[config.mk]
export PLATFORM = sky130hd
export DESIGN_NAME = tdc_readout_arbiter
export DESIGN_NICKNAME = d
export VERILOG_FILES = /design/src/rtl/tdc_arb_pkg.sv /design/src/rtl/tdc_rr_picker.sv /design/src/rtl/tdc_readout_arbiter.sv
export SDC_FILE = /design/constraint.sdc
export NUM_CORES = 1
export LEC_CHECK = 0
export CAP_MARGIN = 10
export CELL_PAD_IN_SITES_DETAIL_PLACEMENT = 0
export CELL_PAD_IN_SITES_GLOBAL_PLACEMENT = 1
export CORE_MARGIN = 3
export CORE_UTILIZATION = 23
export DETAILED_ROUTE_END_ITERATION = 16
export GPL_TIMING_DRIVEN = 0
export PLACE_DENSITY = 0.87
export SYNTH_ARGS = -nofsm -noshare
export SYNTH_HDL_FRONTEND = slang
export SYNTH_SLANG_ARGS = --single-unit
[constraint.sdc]
create_clock -name clk -period 2.4 [get_ports clk]
set_input_delay 0.48 -clock clk [delete_from_list [all_inputs] [get_ports clk]]
set_output_delay 0.48 -clock clk [all_outputs]
set_load 0.01 [all_outputs]
[src/rtl/tdc_arb_pkg.sv]
// Shared types and constants for the TDC readout arbiter.
// The optional delivered-event counter is enabled by defining TDC_ARB_EVENT_CNT_EN.
package tdc_arb_pkg;

    typedef enum logic [1:0] {
        ST_IDLE    = 2'd0,
        ST_PRESENT = 2'd1,
        ST_CLEAR   = 2'd2
    } arb_state_t;

    localparam int TDC_DATA_W = 32;
    localparam int EVT_CNT_W  = 16;

endpackage

[src/rtl/tdc_rr_picker.sv]
// Combinational round-robin search: first requesting channel after 'last',
// wrapping back to channel 0.
module tdc_rr_picker #(
    parameter int N_CH = 4,
    parameter int ID_W = $clog2(N_CH)
) (
    input  logic [N_CH-1:0] req,
    input  logic [ID_W-1:0] last,
    output logic            found,
    output logic [ID_W-1:0] grant
);

    logic            hi_found;
    logic [ID_W-1:0] hi_grant;
    logic            lo_found;
    logic [ID_W-1:0] lo_grant;

    // Descending scan so the lowest matching index is the final assignment.
    // 'hi' covers channels above last; 'lo' is the wrap-around candidate.
    always_comb begin
        hi_found = 1'b0;
        hi_grant = '0;
        lo_found = 1'b0;
        lo_grant = '0;
        for (int c = N_CH - 1; c >= 0; c--) begin
            if (req[c]) begin
                lo_found = 1'b1;
                lo_grant = ID_W'(c);
                if (ID_W'(c) > last) begin
                    hi_found = 1'b1;
                    hi_grant = ID_W'(c);
                end
            end
        end
    end

    assign found = hi_found | lo_found;
    assign grant = hi_found ? hi_grant : lo_grant;

endmodule

[src/rtl/tdc_readout_arbiter.sv]
// Round-robin readout controller for an array of TDC channels.
// Optional delivered-event counter: define TDC_ARB_EVENT_CNT_EN.
module tdc_readout_arbiter
    import tdc_arb_pkg::*;
#(
    parameter int N_CH   = 4,
    parameter int DATA_W = TDC_DATA_W
) (
    input  logic                     clk,
    input  logic                     reset,
    input  logic [N_CH-1:0]          i_cfg_enable,
    output logic [N_CH-1:0]          o_enable_channel,
    input  logic [N_CH-1:0]          i_hasEvent,
    input  logic [N_CH*DATA_W-1:0]   i_timestamp,
    input  logic [N_CH*DATA_W-1:0]   i_pulseWidth,
    output logic [N_CH-1:0]          o_clear,
    output logic                     o_valid,
    input  logic                     i_ready,
    output logic [$clog2(N_CH)-1:0]  o_channel_id,
    output logic [DATA_W-1:0]        o_timestamp,
    output logic [DATA_W-1:0]        o_pulseWidth,
    output logic                     o_idle,
    output logic [EVT_CNT_W-1:0]     o_event_count
);

    localparam int ID_W = $clog2(N_CH);

    arb_state_t       state_q;
    logic [N_CH-1:0]  en_q;
    logic             valid_q;
    logic [N_CH-1:0]  clear_q;
    logic [ID_W-1:0]  id_q;
    logic [DATA_W-1:0] ts_q;
    logic [DATA_W-1:0] tot_q;
    logic [ID_W-1:0]  last_q;

    logic [N_CH-1:0]  eligible;
    logic             pick_found;
    logic [ID_W-1:0]  pick_grant;
    logic [DATA_W-1:0] win_ts;
    logic [DATA_W-1:0] win_tot;
    logic [N_CH-1:0]  clear_onehot;

    always_ff @(posedge clk or posedge reset) begin
        if (reset) begin
            en_q <= '0;
        end else begin
            en_q <= i_cfg_enable;
        end
    end

    // Only channels we have actually enabled may compete for the grant.
    assign eligible = i_hasEvent & en_q;

    tdc_rr_picker #(
        .N_CH (N_CH),
        .ID_W (ID_W)
    ) u_picker (
        .req   (eligible),
        .last  (last_q),
        .found (pick_found),
        .grant (pick_grant)
    );

    always_comb begin
        win_ts  = '0;
        win_tot = '0;
        for (int c = 0; c < N_CH; c++) begin
            if (pick_grant == ID_W'(c)) begin
                win_ts  = i_timestamp[c*DATA_W +: DATA_W];
                win_tot = i_pulseWidth[c*DATA_W +: DATA_W];
            end
        end
    end

    assign clear_onehot = N_CH'(1) << last_q;

    // Valid/ready: o_valid rises with stable id/timestamp/width and stays up,
    // data frozen, until a cycle with i_ready=1; that cycle is the transfer.
    // o_valid drops on the next edge and the source channel is cleared.
    always_ff @(posedge clk or posedge reset) begin
        if (reset) begin
            state_q <= ST_IDLE;
            valid_q <= 1'b0;
            clear_q <= '0;
            id_q    <= '0;
            ts_q    <= '0;
            tot_q   <= '0;
            last_q  <= ID_W'(N_CH - 1);
        end else begin
            clear_q <= '0;
            case (state_q)
                ST_IDLE: begin
                    if (pick_found) begin
                        state_q <= ST_PRESENT;
                        valid_q <= 1'b1;
                        id_q    <= pick_grant;
                        ts_q    <= win_ts;
                        tot_q   <= win_tot;
                        last_q  <= pick_grant;
                    end
                end
                ST_PRESENT: begin
                    if (i_ready) begin
                        state_q <= ST_CLEAR;
                        valid_q <= 1'b0;
                        clear_q <= clear_onehot;
                    end
                end
                ST_CLEAR: begin
                    state_q <= ST_IDLE;
                end
                default: begin
                    state_q <= ST_IDLE;
                    valid_q <= 1'b0;
                end
            endcase
        end
    end

    assign o_enable_channel = en_q;
    assign o_valid          = valid_q;
    assign o_clear          = clear_q;
    assign o_channel_id     = id_q;
    assign o_timestamp      = ts_q;
    assign o_pulseWidth     = tot_q;
    assign o_idle           = (state_q == ST_IDLE);

`ifdef TDC_ARB_EVENT_CNT_EN
    logic [EVT_CNT_W-1:0] cnt_q;
    logic [EVT_CNT_W-1:0] cnt_d;

    // Free-running wrap at 16 bits is intended.
    always_comb begin
        cnt_d = cnt_q;
        if (valid_q && i_ready) begin
            cnt_d = cnt_q + EVT_CNT_W'(1);
        end
    end

    always_ff @(posedge clk or posedge reset) begin
        if (reset) begin
            cnt_q <= '0;
        end else begin
            cnt_q <= cnt_d;
        end
    end

    assign o_event_count = cnt_q;
`else
    assign o_event_count = '0;
`endif

endmodule

==> results_dict.tcl <==
set metrics [dict create \
    status "finished clean" \
    rows 55 \
    hold_path_class "reg -> reg" \
    path_clk_slew_ns 0.07 \
    wl_um 24600 \
    hold_buffers 0 \
    endpoint_kind "flip-flop" \
    nFillCells 2246 \
    grt_pass1_vias 5870 \
    syn2layout_area_growth_pct 80.9 \
    die_y_um 158 \
    slew_headroom_pct 54.8 \
    root_buffer "clkbuf_16" \
    dr.pass1.iters 4 \
    synth_cell_types 37 \
    crit_type "in -> reg" \
    synthCells 511 \
    design_area_mm2 0.00964 \
    irDropWorstVdd_v 0.000443 \
    yosysTopAreaCell "dfrtp_1" \
    grt_usage_pct 18.5 \
    ys_seq_area_share_pct 37.1 \
    clock.fmax_mhz 433 \
    tightest_slew_ns 0.678 \
    path_common_cell "buf_2" \
    wl_per_cell_um 21.0 \
    start_util_pct 23.5 \
    antenna_found_initial 0 \
    p_leak_nw 3.76 \
    synthFlopType "dfrtp_1" \
    multi_input_area_mm2 0.00297 \
    drc_errors 0 \
    fin_setup_tns_ns 0 \
    ios 359 \
    slowest_delay_ns 0.48 \
    dp_hpwl_um 19500 \
    yosys_warnings 0 \
    cp.arrival_ns 2.50 \
    synthTopCellsByArea "dfrtp_1 (36%), mux2i_1 (12%), a21oi_1 (11%)" \
    cts_sinks 79 \
    placed_area_mm2 0.00921 \
    powerDensity_mw_per_mm2 934 \
    fp.dieArea_mm2 0.0250 \
    cts_buffers 9 \
    grt_max_degree 37 \
    crit_fanout 10 \
    grt_pass1_wl_um 34900 \
    dp_worst_setup_slack_ns -0.675 \
    rsz0062_at_grt "yes" \
    async_flop_share_pct 100 \
    core-area_mm2 0.0227 \
    antenna_left 0 \
    synth_area_mm2 0.00533 \
    crit_path_start_kind "input port" \
    worstPathCellList "clkdlybuf4s50_1 -> a22oi_2 -> a21oi_2 -> o31a_1 -> buf_2 -> buf_2 -> o32ai_1 -> a21oi_1" \
    clk_latency_ns 0.34 \
    hold_viol_final 0 \
    htree_levels 3 \
    io_buffers 342 \
    grt-ovfl-total 0 \
    drtIter0Drc 257 \
    synth_top_area_share_pct 36.2 \
    worst_clock_skew_ns 0.00923 \
    gp_congestion 0.835 \
    synth_seq_cells 79 \
    n_antenna_cell 0 \
    finalCritPeriodShare_pct 96.1 \
    seqCellArea_mm2 0.00198 \
    drive_gt1_share_pct 17.2 \
    synth.avg_cell_area_um2 10.4 \
    final_net_count 1150 \
    clock_path_buffers 2 \
    setup_viol 0 \
    timing.final.ws_setup_ns 0.0929 \
    crit_required_ns 2.60 \
    cts_tree "done" \
    vias_per_cell 4.88 \
    timing.critical_path.slowest_stage_cell "clkdlybuf4s50_1" \
    fin_crit_ns 2.31 \
    fp.dieW_um 158 \
    vias 5724 \
    final_core_util_pct 42.5 \
    max_cap_viol_count 0 \
    slew_viol_final 0 \
    synth_edf_count 0 \
]
-- state kept, by name, indices dropped and copies added (netlist names) --
register / flops
state_q: 2
o_pulseWidth: 32
o_clear: 4
last_q: 2
o_timestamp: 32
o_channel_id: 2
o_enable_channel: 4
o_valid: 1
-- per-layer routing --
layer,GRT usage (%),part of all wire (%)
met4,4.10,1.6
met1,23.5,41
met5,0,0
met3,4.26,6.6
met2,31.9,50
-- kinds of logic (layout without fill, tap and decap cells) --
kind of cell / after synthesis / in the layout / synth area share (%)
AOI/OAI and AO/OA: 206 / 206 / 25.7
buffers and inverters: 77 / 439 / 8.80
DFF: 79 / 79 / 37.1
muxes: 128 / 128 / 26.2
other: 1 / 16 / 0.0704
and+or+nand+nor: 20 / 20 / 2.11
-- where the power goes --
group	switching, mW	leakage, nW	internal [mW]
logic	2.41	2.71	2.62
clock network	0.624	0.170	1.02
registers	0.389	0.884	1.95
-- stage by stage --
stage / power [mW] / hold slack (ns) / instances
3_5_place_dp: 7.30 / 0.480 / 1155
2_1_floorplan: 4.80 / 0.511 / 526
3_3_place_gp: 7.21 / 0.464 / 1153
4_1_cts: 9.03 / 0.495 / 1173
5_1_grt: 9.51 / 0.523 / 1173
6_report: 9.01 / 0.499 / 1173
-- synthesized netlist by cell type (7+ instances only) --
cell type and number:
mux2i_1 65, a21oi_2 7, buf_2 12, a21oi_1 122, mux2_4 10, mux2_2 48
o32ai_1 63, dfrtp_1 77, buf_4 18, buf_6 13, clkbuf_1 29
-- cell usage in the layout (no fill, tap or decap), drive strengths merged, types with 4 or more instances in the layout --
cell type      count
a21oi            129
buf               46
clkbuf            39
clkdlybuf4s50    342
clkinv             4
conb              16
dfrtp             77
inv                4
mux2              63
mux2i             65
nor2               4
o32ai             63
-- worst max-delay path: cells and delay by family --
kind | cells | cell delay (ns)
compound gates | 5 | 1.11
buf+inv | 3 | 0.91
-- path summary, 6_finish.rpt --
kind                               start  slack, ns               end  depth (start not counted)
max                        i_hasEvent[3]       0.09   o_timestamp[19]                          8
min                              o_valid       0.50           o_valid                          1
max reg2reg                    last_q[0]       0.20   o_timestamp[19]                          7
min reg2reg                      o_valid       0.50           o_valid                          1
max in group asynchronous          reset       1.24         last_q[0]                          3
min in group asynchronous          reset       0.54  o_pulseWidth[25]                          2
-- layout make-up --
type,count,area share (%)
clock inverter,7,1.26
clock buffer,9,2.34
timing repair buffer,346,36.2
multi-input combinational,370,30.8
inverter,5,0.234
sequential,79,20.5
buffer,72,4.88
tap,285,3.70
-- repair_timing --
item | in CTS | in global routing
pin swaps | 1 | 2
setup endpoints to repair | 69 | 64
gates cloned | 0 | 0
gates resized for setup | 7 | 23
setup buffers | 2 | 0
(Power assumes the default switching activity.)
